File: src/rtl/ula_pkg.sv
// Shared encodings for the ULA datapath: register control codes, opcodes,
// ULA select codes and the sequencer state, plus the sequencer output decode.
package ula_pkg;

    localparam logic [1:0] CTRL_CLEAR   = 2'd0;
    localparam logic [1:0] CTRL_LOAD    = 2'd1;
    localparam logic [1:0] CTRL_HOLD    = 2'd2;
    localparam logic [1:0] CTRL_DESLOCA = 2'd3;

    localparam logic [2:0] OP_CLR = 3'd0;
    localparam logic [2:0] OP_LDY = 3'd1;
    localparam logic [2:0] OP_ADD = 3'd2;
    localparam logic [2:0] OP_SUB = 3'd3;
    localparam logic [2:0] OP_AND = 3'd4;
    localparam logic [2:0] OP_OR  = 3'd5;
    localparam logic [2:0] OP_SHL = 3'd6;
    localparam logic [2:0] OP_NOP = 3'd7;

    localparam logic [2:0] ULA_ADD   = 3'd0;
    localparam logic [2:0] ULA_SUB   = 3'd1;
    localparam logic [2:0] ULA_AND   = 3'd2;
    localparam logic [2:0] ULA_OR    = 3'd3;
    localparam logic [2:0] ULA_PASSA = 3'd4;

    typedef enum logic [2:0] {
        OCIOSO    = 3'd0,
        CARREGA_X = 3'd1,
        ESCREVE_Y = 3'd2,
        LIMPA_Y   = 3'd3,
        DESLOCA   = 3'd4,
        FIM       = 3'd5
    } estado_t;

    typedef struct packed {
        logic [1:0] controle_x;
        logic [1:0] controle_y;
        logic [2:0] sel_ula;
        logic       ocupado;
        logic       pronto;
    } saidas_t;

    // First state entered when an instruction is accepted.
    function automatic estado_t destino(input logic [2:0] op);
        estado_t e;
        case (op)
            OP_CLR:  e = LIMPA_Y;
            OP_SHL:  e = DESLOCA;
            OP_NOP:  e = FIM;
            default: e = CARREGA_X;
        endcase
        return e;
    endfunction

    // Only LDY and the ALU opcodes reach ESCREVE_Y; LDY passes X straight through.
    function automatic logic [2:0] sel_de(input logic [2:0] op);
        logic [2:0] s;
        case (op)
            OP_ADD:  s = ULA_ADD;
            OP_SUB:  s = ULA_SUB;
            OP_AND:  s = ULA_AND;
            OP_OR:   s = ULA_OR;
            default: s = ULA_PASSA;
        endcase
        return s;
    endfunction

    // Moore output pattern for a state; op only matters in ESCREVE_Y.
    function automatic saidas_t decodifica(input estado_t e, input logic [2:0] op);
        saidas_t s;
        s.controle_x = CTRL_HOLD;
        s.controle_y = CTRL_HOLD;
        s.sel_ula    = 3'd0;
        s.ocupado    = 1'b1;
        s.pronto     = 1'b0;
        case (e)
            OCIOSO:    s.ocupado    = 1'b0;
            CARREGA_X: s.controle_x = CTRL_LOAD;
            ESCREVE_Y: begin
                s.controle_y = CTRL_LOAD;
                s.sel_ula    = sel_de(op);
            end
            LIMPA_Y:   s.controle_y = CTRL_CLEAR;
            DESLOCA:   s.controle_y = CTRL_DESLOCA;
            FIM:       s.pronto     = 1'b1;
            default:   s.ocupado    = 1'b0;
        endcase
        return s;
    endfunction

endpackage

File: src/rtl/controlador_ula.sv
// Sequencer for one ULA instruction at a time: drives regX/regY control codes
// and the ULA select, and pulses pronto when the instruction completes.
module controlador_ula
    import ula_pkg::*;
#(
    parameter int LARGURA_CONT = 2
) (
    input  logic                    clock,
    input  logic                    reset_n,
    input  logic                    inicio,
    input  logic [2:0]              instrucao,
    input  logic [LARGURA_CONT-1:0] quantidade,
    output logic [1:0]              controle_x,
    output logic [1:0]              controle_y,
    output logic [2:0]              sel_ula,
    output logic                    ocupado,
    output logic                    pronto
);

    localparam logic [LARGURA_CONT-1:0] UM = LARGURA_CONT'(1);

    estado_t                 estado;
    logic [2:0]              opcode;
    logic [LARGURA_CONT-1:0] contador;
    saidas_t                 saida;

    // Outputs are registered alongside the state: each transition loads the
    // pattern of the state being entered, so they stay a pure function of state.
    always_ff @(posedge clock or negedge reset_n) begin
        if (!reset_n) begin
            estado   <= OCIOSO;
            opcode   <= '0;
            contador <= '0;
            saida    <= decodifica(OCIOSO, OP_CLR);
        end else begin
            case (estado)
                OCIOSO: begin
                    if (inicio) begin
                        opcode   <= instrucao;
                        contador <= quantidade;
                        estado   <= destino(instrucao);
                        saida    <= decodifica(destino(instrucao), instrucao);
                    end
                end
                CARREGA_X: begin
                    estado <= ESCREVE_Y;
                    saida  <= decodifica(ESCREVE_Y, opcode);
                end
                ESCREVE_Y, LIMPA_Y: begin
                    estado <= FIM;
                    saida  <= decodifica(FIM, opcode);
                end
                DESLOCA: begin
                    if (contador == '0) begin
                        estado <= FIM;
                        saida  <= decodifica(FIM, opcode);
                    end else begin
                        contador <= contador - UM;
                    end
                end
                default: begin
                    estado <= OCIOSO;
                    saida  <= decodifica(OCIOSO, opcode);
                end
            endcase
        end
    end

    assign controle_x = saida.controle_x;
    assign controle_y = saida.controle_y;
    assign sel_ula    = saida.sel_ula;
    assign ocupado    = saida.ocupado;
    assign pronto     = saida.pronto;

endmodule
File: config.mk
export PLATFORM = sky130hd
export DESIGN_NAME = controlador_ula
export DESIGN_NICKNAME = d
export VERILOG_FILES = /design/src/rtl/ula_pkg.sv /design/src/rtl/controlador_ula.sv
export SDC_FILE = /design/constraint.sdc
export NUM_CORES = 1
export LEC_CHECK = 0
export BUFFER_PORTS_ARGS = -buffer_cell sky130_fd_sc_hd__buf_2
export CAP_MARGIN = 5
export CELL_PAD_IN_SITES_DETAIL_PLACEMENT = 0
export CELL_PAD_IN_SITES_GLOBAL_PLACEMENT = 1
export CORE_MARGIN = 2
export CORE_UTILIZATION = 30
export CTS_BUF_LIST = sky130_fd_sc_hd__clkbuf_8
export DETAILED_ROUTE_END_ITERATION = 16
export PLACE_DENSITY = 0.62
export SETUP_SLACK_MARGIN = 0.2
export SYNTH_ARGS = -nofsm -noshare
export SYNTH_HDL_FRONTEND = slang
export SYNTH_SLANG_ARGS = --single-unit
File: constraint.sdc
create_clock -name clock -period 3.4 [get_ports clock]
set_input_delay 0.17 -clock clock [delete_from_list [all_inputs] [get_ports clock]]
set_output_delay 0.17 -clock clock [all_outputs]
set_load 0.01 [all_outputs]
Word-level counts from Yosys, hierarchy flattened:

Cells that the tools add are included.

* flip-flop bits (word level): 17

* add/sub/neg operators: 1
* equal/unequal tests: 22
* mux-type cells: 18
* reduce and logical (&&, ||, !) cells: 9

Operators with widths (count)
* $pmux 3 s4: 3
* $pmux 9 s4: 1
* $eq 3x3->1 const B: 9
* $eq 3x2->1 const B: 8
* $mux 9: 2
* $mux 3: 4
* $pmux 3 s3: 1
* $eq 3x1->1 const B: 2
* $logic_not 3->1: 2
* $mux 2: 3
* $ne 2x2->1 const B: 3
* $pmux 2 s3: 1
* $reduce_or 5->1: 1
* $pmux 2 s2: 1
* $reduce_and 2->1: 2
* $reduce_and 3->1: 1
* $logic_not 2->1: 1
* $mux 1: 2
* $reduce_bool 2->1: 1
* $reduce_or 2->1: 1
* $sub 2x1->2 const B: 1

Depth between registers and ports, before layout:

Gate-level depths: netlist (run 1).

* word-level depth: 9
* mapped depth: 5
* depth with buffers taken out: 5

Least setup slack after synthesis (run 1):

Ideal clock, no wire load.

* kind: register to register
* from: reg estado[0]
* to: reg opcode[0]
* library setup time: 0.125 ns
* arrival time: 1.247 ns
* data required time: 3.275 ns
* setup slack: 2.028 ns
* stages on the path, launching flop included: 4
* cells stage by stage: dfrtp_1 -> buf_6 -> nor4b_4 -> mux2_2

* cells in the longest elaborated chain, start to end: 2

Ends and longest elaborated chain
* start: declaration: line controlador_ula.sv:22 `estado_t estado;`
* start signal: assignment: line controlador_ula.sv:41 `estado <= destino(instrucao);`
* $logic_not 3->1: line controlador_ula.sv:36 `case (estado)`
* $reduce_and 2->1 (no line)
* end signal: assignment: line controlador_ula.sv:39 `opcode <= instrucao;`
* end: declaration: line controlador_ula.sv:23 `logic [2:0] opcode;`

No other way between the ends.
A chain may end at the register's enable or synchronous reset.

Worst setup path after layout (run 1):

* from: reg estado[2]
* to: reg opcode[2]

The elaborated chain is that of the path after synthesis.

==> results.txt, run 1 <==
----------------------------------------------------
[Run status]
  Result of the run ... completed

[Route]
  Number of DRC violations after detailed-routing iteration 0 ... 20
  DRC violation count after routing ... 0
  Count of antenna-violating nets left after detailed routing ... 0
  Post-DR vias/cell ... 5.118
  DRT Wirelength ... 1.720 mm
  Vias post-DR ... 650
  Total iterations of the first detailed-routing run ... 4
  DR WL/cell ... 13.54 µm

[Final layout]
  Area occupied by multi-input gates ... 367.9 µm²
  Storage element area ... 427.9 µm²
  Final Instance Count excl. Fillers ... 127
  Area growth syn-to-layout ... 17.23%
  Diodes inserted ... 0
  Number of filler cells placed in the layout ... 275
  Number of nets in the layout ... 106
  Share of post-route cells with drive strength above 1 ... 0.2917

[Timing]
  Final period demand of the worst path ... 1.620 ns
  Achievable Freq ... 0.6173 GHz
  Final hold violation count ... 0
  Clock tree skew after final layout ... 0.002931 ns
  Setup_tns ... 0 ns
  Tightest Pin Transition ... 0.4846 ns
  Setup repair after global routing missed its margin ... no
  Rel. slew slack ... 0.6755
  Number of pins exceeding their max-slew limit in the final report ... 0
  Final clock period utilization by the worst path ... 0.4765
  Total setup violations reported at the end of the flow ... 0

[Placement]
  Dpl hpwl ... 1.218 mm
  Total placed cells including tap cells ... 122
  Port buffer count ... 16
  Routability-driven placement congestion ratio ... 0.6951

[Logic synthesis]
  Net count after synthesis ... 88
  Number of enable-type register cells in the synthesized netlist ... 0
  Most used flip-flop cell after synthesis ... dfrtp_1
  Register bit count reported by yosys ... 17
  Library cells used by synthesis ... 34
  Ys Warns ... 0
  Register area share after synthesis ... 0.5037
  Fraction of registers with async set/reset ... 1.000
  Average cell area after synthesis ... 10.75 µm²
  Cell count after synthesis ... 79
  Post-Syn Area ... 849.6 µm²

[Clock network]
  Clock latency on the worst-skew pair ... 0.25 ns
  CTS Root Cell ... clkbuf_8
  H-tree lvl count ... 1
  Clock buffer count from CTS ... 3
  Clock slew at the register clock pins of the worst setup and hold paths ... 0.07 ns
  TritonCTS clock tree ... built
  Maximum clock insertion buffer count ... 2
  Clock sink total ... 17
  Number of hold buffers added after CTS ... 1
  Number of gates resized after cts ... 0
  Number of setup buffers added after CTS ... 0

[Worst hold path]
  Path type of the worst min-delay path ... in -> reg
  Worst Min Path Start ... quantidade[1]

[Worst setup path]
  Kind of capture point of the worst setup path ... flop
  Startpoint of the most critical register-to-register path ... estado[2]$_DFFE_PN0P_
  Startpoint of the most critical setup path ... estado[2]$_DFFE_PN0P_
  Category of the critical setup timing path ... reg -> reg
  Data required time at the worst endpoint ... 3.54 ns
  Setup crit start kind ... flop
  Data arrival time of the critical path ... 1.76 ns
  Worst-path maximum fanout ... 14

[Power and ir drop]
  Power density normalized to cell area ... 916.8 nW/µm²
  Worst VDD drop ... 0.4511 mV
  Leak ... 0.4607 nW

[GRT]
  Overall Global Routing Usage ... 0.1128
  Largest net degree at the start of global routing ... 18
  Residual overflow from global routing ... 0
  Initial antenna violation count ... 0
  Via count of the first global-routing pass ... 584
  Global-route wire length before repair ... 2.780 mm

[Floorplan]
  Die area ... 3274 µm²
  Number of ports placed on the die boundary ... 17
  Core box area ... 2734 µm²
  Standard-cell row count ... 19
  Die boundary height ... 57.22 µm
  Chip width ... 57.22 µm
  Starting density of the core ... 0.3108

[Flow run]
  Max cap viols ... 0

----------------------------------------------------
## per-stage QoR
stage / power (mW) / utilization / area, µm² / setup WS [ns] / hold WS [ns]
floorplan: 0.6773 / - / 849.6 / 2.028 / -0.1256
global placement: 0.7660 / 0.3428 / 937.1 / 1.829 / 0.1210
detailed placement: 0.7678 / 0.3428 / 937.1 / 1.777 / 0.1163
CTS: 0.9283 / 0.3643 / 996.0 / 1.777 / 0.1728
global route: 0.9891 / 0.3643 / 996.0 / 1.681 / 0.2101
finish: 0.9131 / 0.3643 / 996.0 / 1.780 / 0.1734
## kinds of logic (layout without fill, tap and decap cells)
family                   Yosys count  count (layout)  share of synthesized area
AO/OA/AOI/OAI                     23              23                     0.1929
adder cells (fa/ha/maj)            1               1                    0.01473
buffers and inverters             10              27                    0.06331
flip-flops                        17              17                     0.5037
multiplexers                       3               3                    0.03829
XOR/XNOR                           1               1                    0.01031
AND/OR/NAND/NOR                   24              24                     0.1767
## metal layers
layer / track usage / share of wire / vias to the layer above
met5: 0 / 0 / -
met4: 0.02990 / 0.0064 / 0
met3: 0.04535 / 0.053 / 2
met2: 0.1527 / 0.42 / 17
met1: 0.1669 / 0.52 / 309
li1: - / - / 322
## critical path: stages, from the launching register on
cell and delay, ns:
dfrtp_1 0.55, nor4b_4 0.57, mux2_2 0.39
## Yosys cell counts, types with 2 or more instances
cell / instances / share of area
o211a_1: 2 / 0.024
dfrtp_1: 15 / 0.44
inv_1: 6 / 0.027
a21oi_1: 4 / 0.024
nand3_1: 2 / 0.012
nand2_1: 5 / 0.022
mux2_2: 2 / 0.027
nor2_1: 6 / 0.027
buf_4: 2 / 0.018
a32o_1: 2 / 0.024
nor3_1: 4 / 0.024
a31oi_1: 2 / 0.015
dfstp_2: 2 / 0.062
o21ai_0: 5 / 0.029
## report_power, final
group	switching [mW]	internal, mW
logic	0.181	0.176
registers	0.103	0.300
clock network	0.0705	0.0823
## path summary, 6_finish.rpt
path                                                  end  cells past startpoint  slack (ns)
worst max-delay path                opcode[2]$_DFFE_PN0P_                      2        1.78
worst min-delay path              contador[1]$_DFFE_PN0P_                      3        0.17
worst max register to register      opcode[2]$_DFFE_PN0P_                      2        1.78
worst min register to register  controle_y[1]$_DFFE_PN1P_                      2        0.46
max in group asynchronous       controle_y[1]$_DFFE_PN1P_                      2        2.70
min in group asynchronous           estado[0]$_DFFE_PN0P_                      2        0.38
## cell usage in the layout (no fill, tap or decap), types with 2 or more instances in the layout
| master | n |
|---|---|
| a32o_1 | 2 |
| nand2_1 | 5 |
| mux2_2 | 2 |
| a21oi_1 | 4 |
| clkbuf_8 | 3 |
| buf_2 | 16 |
| dfrtp_1 | 15 |
| o211a_1 | 2 |
| a31oi_1 | 2 |
| inv_1 | 6 |
| nand3_1 | 2 |
| nor3_1 | 4 |
| o21ai_0 | 5 |
| nor2_1 | 6 |
| dfstp_2 | 2 |
## sequential cells by signal, summed over array words and instances, names as in the netlist
name and count:
ocupado 1, contador 2, pronto 1, opcode 3, controle_y 2, sel_ula 3, estado 3, controle_x 2
## final cells by class
class	count	share of cell area
Clock buffer	3	0.04146
Clock inverter	1	0.007538
Inverter	6	0.02261
Multi-Input combinational cell	52	0.3693
Sequential cell	17	0.4296
Tap cell	31	0.03894
Timing Repair Buffer	17	0.09045
Note: power is estimated with default switching activity, not from simulation.
==> run 2: changes to the inputs <==
--- a/config.mk
+++ b/config.mk
@@ -13,7 +13,7 @@
 export CORE_UTILIZATION = 30
 export CTS_BUF_LIST = sky130_fd_sc_hd__clkbuf_8
 export DETAILED_ROUTE_END_ITERATION = 16
-export PLACE_DENSITY = 0.62
+export PLACE_DENSITY = 0.64
 export SETUP_SLACK_MARGIN = 0.2
 export SYNTH_ARGS = -nofsm -noshare
 export SYNTH_HDL_FRONTEND = slang
==> constraint.sdc (replaced) <==
create_clock -name clock -period 1.4 [get_ports clock]
set_input_delay 0.07 -clock clock [delete_from_list [all_inputs] [get_ports clock]]
set_output_delay 0.07 -clock clock [all_outputs]
set_load 0.01 [all_outputs]
==> run 2 against run 1 <==
Effect of this change:
- final cell count up 7.1%
- critical path depth grew 1
- sequential share of layout area down 4.1 points
- setup slack worse by 1.7 ns
- total power rose to 2.8 times the previous value
- design area is 11% higher
- via count increased by 4.8%
- critical path type unchanged
- largest cell class unchanged
- largest power group is now combinational cells
- highest routed layer unchanged
==> results.txt, run 2 (synthesized netlist as in run 1, its figures left out) <==
----------------------------------------------------
[Flow run]
  Max cap viols ... 0

[Worst setup path]
  Slowest CP cell ... dfrtp_2
  Category of the critical setup timing path ... reg -> reg
  Data arrival time of the critical path ... 1.47 ns
  Worst-path maximum fanout ... 5
  Critical path buffer and inverter count ... 1
  Register-to-register path setup slack ... 0.07 ns
  Kind of capture point of the worst setup path ... flop
  Cell-by-cell trace of the critical path ... nor4b_4 > buf_4 > mux2_4
  Cell depth of the worst setup path ... 3
  Data required time at the worst endpoint ... 1.54 ns
  Top delay family on crit path ... flip-flops
  Setup crit start kind ... flop
  Delay of the slowest cell on the worst path ... 0.46 ns
  Number of cell instances on the worst register-to-register path ... 3

[Placement]
  Port buffer count ... 16
  Dpl hpwl ... 1.363 mm
  Routability-driven placement congestion ratio ... 0.7104

[GRT]
  Overall Global Routing Usage ... 0.1361
  Global-route wire length before repair ... 3.387 mm
  Via count of the first global-routing pass ... 729
  Residual overflow from global routing ... 0
  Largest net degree at the start of global routing ... 18
  Initial antenna violation count ... 0

[Final layout]
  Share of post-route cells with drive strength above 1 ... 0.4190
  Most frequent cells in the layout ... buf_2 (16), dfrtp_1 (13), buf_4 (9)
  Diodes inserted ... 0
  Area growth syn-to-layout ... 30.34%
  Number of nets in the layout ... 115
  Most frequent standard cell in the layout excluding fill and tap cells ... buf_2
  Final Util ... 0.4050

[Clock network]
  H-tree lvl count ... 1
  CTS Root Cell ... clkbuf_8
  Clock buffer count from CTS ... 3
  Clock latency on the worst-skew pair ... 0.25 ns
  Clock sink total ... 17
  Clock slew at the register clock pins of the worst setup and hold paths ... 0.07 ns
  TritonCTS clock tree ... built
  Maximum clock insertion buffer count ... 2

[Timing]
  Tightest Pin Transition ... 0.3999 ns
  Setup_tns ... 0 ns
  Final period demand of the worst path ... 1.326 ns
  Final clock period utilization by the worst path ... 0.9470
  Total setup violations reported at the end of the flow ... 0
  Rel. slew slack ... 0.7334
  Clock tree skew after final layout ... 0.001616 ns
  Number of pins exceeding their max-slew limit in the final report ... 0
  Setup repair after global routing missed its margin ... yes
  Final hold violation count ... 0
  Achievable Freq ... 0.7542 GHz

[Route]
  Post-DR vias/cell ... 5.007
  Count of antenna-violating nets left after detailed routing ... 0
  Total iterations of the first detailed-routing run ... 4
  Number of DRC violations after detailed-routing iteration 0 ... 16
  Met1 Wirelength ... 994 µm
  DR WL/cell ... 14.15 µm
  DRC violation count after routing ... 0
  Vias post-DR ... 681
  Top Layer Used ... met4
  DRT Wirelength ... 1.924 mm
  Met2 wirelength from detailed routing ... 834 µm
  Routed wire length on met3 ... 82 µm

[Floorplan]
  Core box area ... 2734 µm²
  Die area ... 3274 µm²
  Starting density of the core ... 0.3108
  Standard-cell row count ... 19
  Number of ports placed on the die boundary ... 17
  Chip width ... 57.22 µm
  Die boundary height ... 57.22 µm

[Worst hold path]
  Number of instances on the worst hold path ... 3
  Path type of the worst min-delay path ... in -> reg

[Power and ir drop]
  Power density normalized to cell area ... 2318 nW/µm²
  Leak ... 0.5232 nW
  Worst VDD drop ... 1.329 mV
  Total chip power ... 2.567 mW

[Run status]
  Result of the run ... completed

----------------------------------------------------
==> run 2: cell count changes in the layout (fill, tap and decap cells not counted), moves of 2 or more <==
cell,change
mux2_4,+2
dfrtp_1,-2
o21ai_0,-2
o21ai_1,+2
dfrtp_2,+2
mux2_2,-2
buf_4,+9
==> run 2: power by group <==
group	switching, mW	total (mW)	internal, mW
sequential	0.173	0.909	0.736
clock	0.176	0.374	0.198
combinational	0.623	1.28	0.661
==> run 2: metrics by stage <==
step / cells / hold WS (ns) / instance area, µm² / worst slack, ns
floorplan: 79 / -0.2256 / 864.6 / 0.02808
global placement: 128 / 0.01685 / 997.2 / 0.1044
detailed placement: 128 / 0.01928 / 997.2 / 0.06491
CTS: 136 / 0.06357 / 1097 / 0.09330
global route: 136 / 0.08217 / 1107 / 0.03065
finish: 136 / 0.07408 / 1107 / 0.07416
==> run 2: layer usage <==
metal  global-route usage  vias to the layer above
li1                     -                      339
met1               0.1942                      324
met2               0.1987                       16
met3              0.04989                        2
met4              0.02990                        0
met5                    0                        -
==> run 2: what timing repair did <==
| action | in CTS | in global routing |
|---|---|---|
| gates resized for setup | 6 | 4 |
| pin swaps | 4 | 1 |
| hold endpoints to repair | 15 | 0 |
| setup endpoints to repair | 15 | 16 |
| setup buffers | 3 | 0 |
| hold buffers | 1 | 0 |
==> run 2: worst register-to-register path: cells and delay by family, from the launching register on <==
kind | cells | cell delay, ns
simple gates | 1 | 0.28
flops | 1 | 0.46
mux | 1 | 0.30
buf+inv | 1 | 0.19
==> run 2: final timing paths <==
path	from	end
worst max register to register	estado[0]$_DFFE_PN0P_	opcode[2]$_DFFE_PN0P_
max in group asynchronous	reset_n	controle_y[1]$_DFFE_PN1P_
min in group asynchronous	reset_n	estado[2]$_DFFE_PN0P_
worst min-delay path	quantidade[1]	contador[1]$_DFFE_PN0P_
worst max-delay path	estado[0]$_DFFE_PN0P_	opcode[2]$_DFFE_PN0P_
worst min register to register	controle_y[1]$_DFFE_PN1P_	controle_y[1]$_DFFE_PN1P_
==> run 2: layout make-up <==
type	count	area, µm²
Fill cell	277	1627
Sequential cell	17	430.4
Multi-Input combinational cell	52	411.6
Timing Repair Buffer	26	157.7
Clock buffer	3	41.29
Tap cell	31	38.79
Inverter	6	22.52
Clock inverter	1	5.005
==> run 3: changes to the inputs <==
--- a/config.mk
+++ b/config.mk
@@ -5,7 +5,6 @@
 export SDC_FILE = /design/constraint.sdc
 export NUM_CORES = 1
 export LEC_CHECK = 0
-export BUFFER_PORTS_ARGS = -buffer_cell sky130_fd_sc_hd__buf_2
 export CAP_MARGIN = 5
 export CELL_PAD_IN_SITES_DETAIL_PLACEMENT = 0
 export CELL_PAD_IN_SITES_GLOBAL_PLACEMENT = 1
@@ -13,7 +12,8 @@
 export CORE_UTILIZATION = 30
 export CTS_BUF_LIST = sky130_fd_sc_hd__clkbuf_8
 export DETAILED_ROUTE_END_ITERATION = 16
-export PLACE_DENSITY = 0.64
+export DONT_BUFFER_PORTS = 1
+export PLACE_DENSITY = 0.58
 export SETUP_SLACK_MARGIN = 0.2
 export SYNTH_ARGS = -nofsm -noshare
 export SYNTH_HDL_FRONTEND = slang
==> run 3 against run 2 <==
Effect of this change:
- setup slack got worse by 0.0033 ns
- design area up 6.6%
- die area unchanged
- combinational power is 8% higher
- utilization is 2.7 points higher
- flip-flop and latch count is the same
- clock-buffer cell count did not move
- worst hold slack worse by 0.065 ns
- global-route usage fell by 0.45 points
- via count is 1.5% lower
- clock power rose by 5.9%
- largest power group unchanged
==> results.txt, run 3 (synthesized netlist as in run 1, its figures left out) <==
----------------------------------------------------
[Floorplan]
  Die boundary height ... 57.22 µm
  Standard-cell row count ... 19
  Core box area ... 2734 µm²
  Die area ... 3274 µm²
  Number of ports placed on the die boundary ... 17
  Starting density of the core ... 0.3108
  Chip width ... 57.22 µm

[Worst setup path]
  Worst reg2reg path endpoint ... controle_x[0]$_DFFE_PN0P_
  Delay of the slowest cell on the worst path ... 0.44 ns
  Cell-by-cell trace of the critical path ... buf_6 > mux2i_4 > and2_4 > a22o_1
  Data arrival time of the critical path ... 1.48 ns
  Register-to-register path setup slack ... 0.07 ns
  Worst-path maximum fanout ... 6
  Startpoint of the most critical register-to-register path ... estado[2]$_DFFE_PN0P_
  Cell depth of the worst setup path ... 4
  Number of cell instances on the worst register-to-register path ... 4
  Data required time at the worst endpoint ... 1.55 ns
  Category of the critical setup timing path ... reg -> reg
  Critical path buffer and inverter count ... 1
  CP endpoint ... controle_x[0]$_DFFE_PN0P_
  Startpoint of the most critical setup path ... estado[2]$_DFFE_PN0P_
  Setup crit start kind ... flop
  Top delay family on crit path ... flip-flops
  Slowest CP cell ... dfrtp_1
  Kind of capture point of the worst setup path ... flop

[Final layout]
  Most frequent standard cell in the layout excluding fill and tap cells ... dfrtp_1
  Share of post-route cells with drive strength above 1 ... 0.4444
  Storage element area ... 430.4 µm²
  Number of filler cells placed in the layout ... 269
  Diodes inserted ... 0
  Area occupied by multi-input gates ... 465.4 µm²
  Design Area, Final ... 1180 µm²
  Area growth syn-to-layout ... 38.88%
  Most frequent cells in the layout ... dfrtp_1 (13), buf_4 (10), dlygate4sd3_1 (6)
  Number of nets in the layout ... 109

[Power and ir drop]
  Relative contribution of combinational cells to total power ... 0.497
  Switching power ... 1.085 mW
  Sequential Power Share ... 0.361
  Leak ... 0.5088 nW
  Worst VDD drop ... 1.356 mV
  Clock network power share ... 0.142
  Power density normalized to cell area ... 2355 nW/µm²
  Switch share ... 0.3906
  Total chip power ... 2.778 mW
  Power Internal ... 1.693 mW

[Run status]
  Result of the run ... completed

[Placement]
  Port buffer count ... 0
  Routability-driven placement congestion ratio ... 0.7346
  Worst slack at placement ... 0.01880 ns
  Dpl hpwl ... 1.326 mm
  Placed Area ... 909.6 µm²

[Route]
  Total iterations of the first detailed-routing run ... 4
  DR WL/cell ... 16.18 µm
  Number of DRC violations after detailed-routing iteration 0 ... 20
  Count of antenna-violating nets left after detailed routing ... 0
  Vias post-DR ... 671
  Post-DR vias/cell ... 5.162
  DRC violation count after routing ... 0
  DRT Wirelength ... 2.103 mm

[Timing]
  Tightest Pin Transition ... 0.7983 ns
  Achievable Freq ... 0.7524 GHz
  Final clock period utilization by the worst path ... 0.9494
  Total setup violations reported at the end of the flow ... 0
  Setup_tns ... 0 ns
  Final worst slack ... 0.07090 ns
  Rel. slew slack ... 0.4660
  Number of pins exceeding their max-slew limit in the final report ... 0
  Final period demand of the worst path ... 1.329 ns
  Setup repair after global routing missed its margin ... yes
  Worst hold margin ... 0.009115 ns
  Final hold violation count ... 0
  Clock tree skew after final layout ... 0.003486 ns

[GRT]
  Global-route wire length before repair ... 3.270 mm
  Via count of the first global-routing pass ... 665
  Overall Global Routing Usage ... 0.1316
  Initial antenna violation count ... 0
  Residual overflow from global routing ... 0
  Largest net degree at the start of global routing ... 18

[Flow run]
  Max cap viols ... 0

[Clock network]
  TritonCTS clock tree ... built
  H-tree lvl count ... 1
  Maximum clock insertion buffer count ... 2
  Clock sink total ... 17
  Clock buffer count from CTS ... 3
  CTS Root Cell ... clkbuf_8
  Clock latency on the worst-skew pair ... 0.26 ns
  Clock slew at the register clock pins of the worst setup and hold paths ... 0.08 ns

[Worst hold path]
  Path type of the worst min-delay path ... in -> reg

----------------------------------------------------
-- run 3: cell types whose count changed in the layout (fill, tap and decap cells not counted), moves of 2 or more --
cell           previous run  this run
buf_6                     0         3
dlygate4sd3_1             1         6
nand2_1                   5         3
inv_2                     0         2
nand2_2                   0         2
buf_2                    16         1
inv_1                     6         4
nor3_2                    0         2
nor3_1                    4         2
-- run 3: metal layers --
metal,GRT usage,wire length [µm],up-vias
met1,0.1777,1006,329
li1,-,-,328
met4,0.01993,0,0
met5,0,0,-
met3,0.05442,125,0
met2,0.2036,970,14
-- run 3: worst register-to-register path: stages, from the launching register on --
cell     delay, ns
dfrtp_1       0.44
buf_6         0.17
mux2i_4       0.19
and2_4        0.19
a22o_1        0.24
-- run 3: repair_timing --
action                                  CTS  global route
endpoints found under the setup margin   15            15
gates cloned                              0             1
buffers inserted                          4             4
hold buffers                              6             0
resized for setup                         7            19
pin swaps                                 5             3
hold endpoints to repair                 22             0
-- run 3: layout make-up --
cell class / count / area share
tap: 31 / 0.03287
timing repair buffer: 20 / 0.1474
clock buffer: 3 / 0.03499
inverter: 6 / 0.01909
clock inverter: 1 / 0.006363
sequential: 17 / 0.3648
multi-input combinational: 52 / 0.3945
-- run 3: worst min-delay path by stage --
stage | depth (start not counted) | from | end | slack [ns]
2_1_floorplan | 0 | reset_n | contador[0]$_DFFE_PN0P_ | -0.23
3_3_place_gp | 0 | reset_n | ocupado$_DFFE_PN0P_ | -0.23
3_5_place_dp | 0 | reset_n | ocupado$_DFFE_PN0P_ | -0.23
4_1_cts | 2 | inicio | ocupado$_DFFE_PN0P_ | 0.005
5_1_grt | 2 | instrucao[1] | controle_x[1]$_DFFE_PN1P_ | 0.03
6_report | 2 | inicio | ocupado$_DFFE_PN0P_ | 0.009
-- run 3: stage by stage --
step / std cells / utilization
CTS: 125 / 0.3931
floorplan: 79 / -
global placement: 111 / 0.3327
global route: 130 / 0.4316
detailed placement: 111 / 0.3327
finish: 130 / 0.4316
-- run 3: power by group through the flow --
| stage | registers (mW) | clock network [mW] | logic, mW |
|---|---|---|---|
| finish | 1.00 | 0.396 | 1.38 |
| global placement | 0.985 | 0 | 0.916 |
| floorplan | 0.917 | 0 | 0.774 |
| global route | 1.03 | 0.431 | 1.50 |
| detailed placement | 0.989 | 0 | 0.922 |
| CTS | 0.982 | 0.411 | 1.09 |
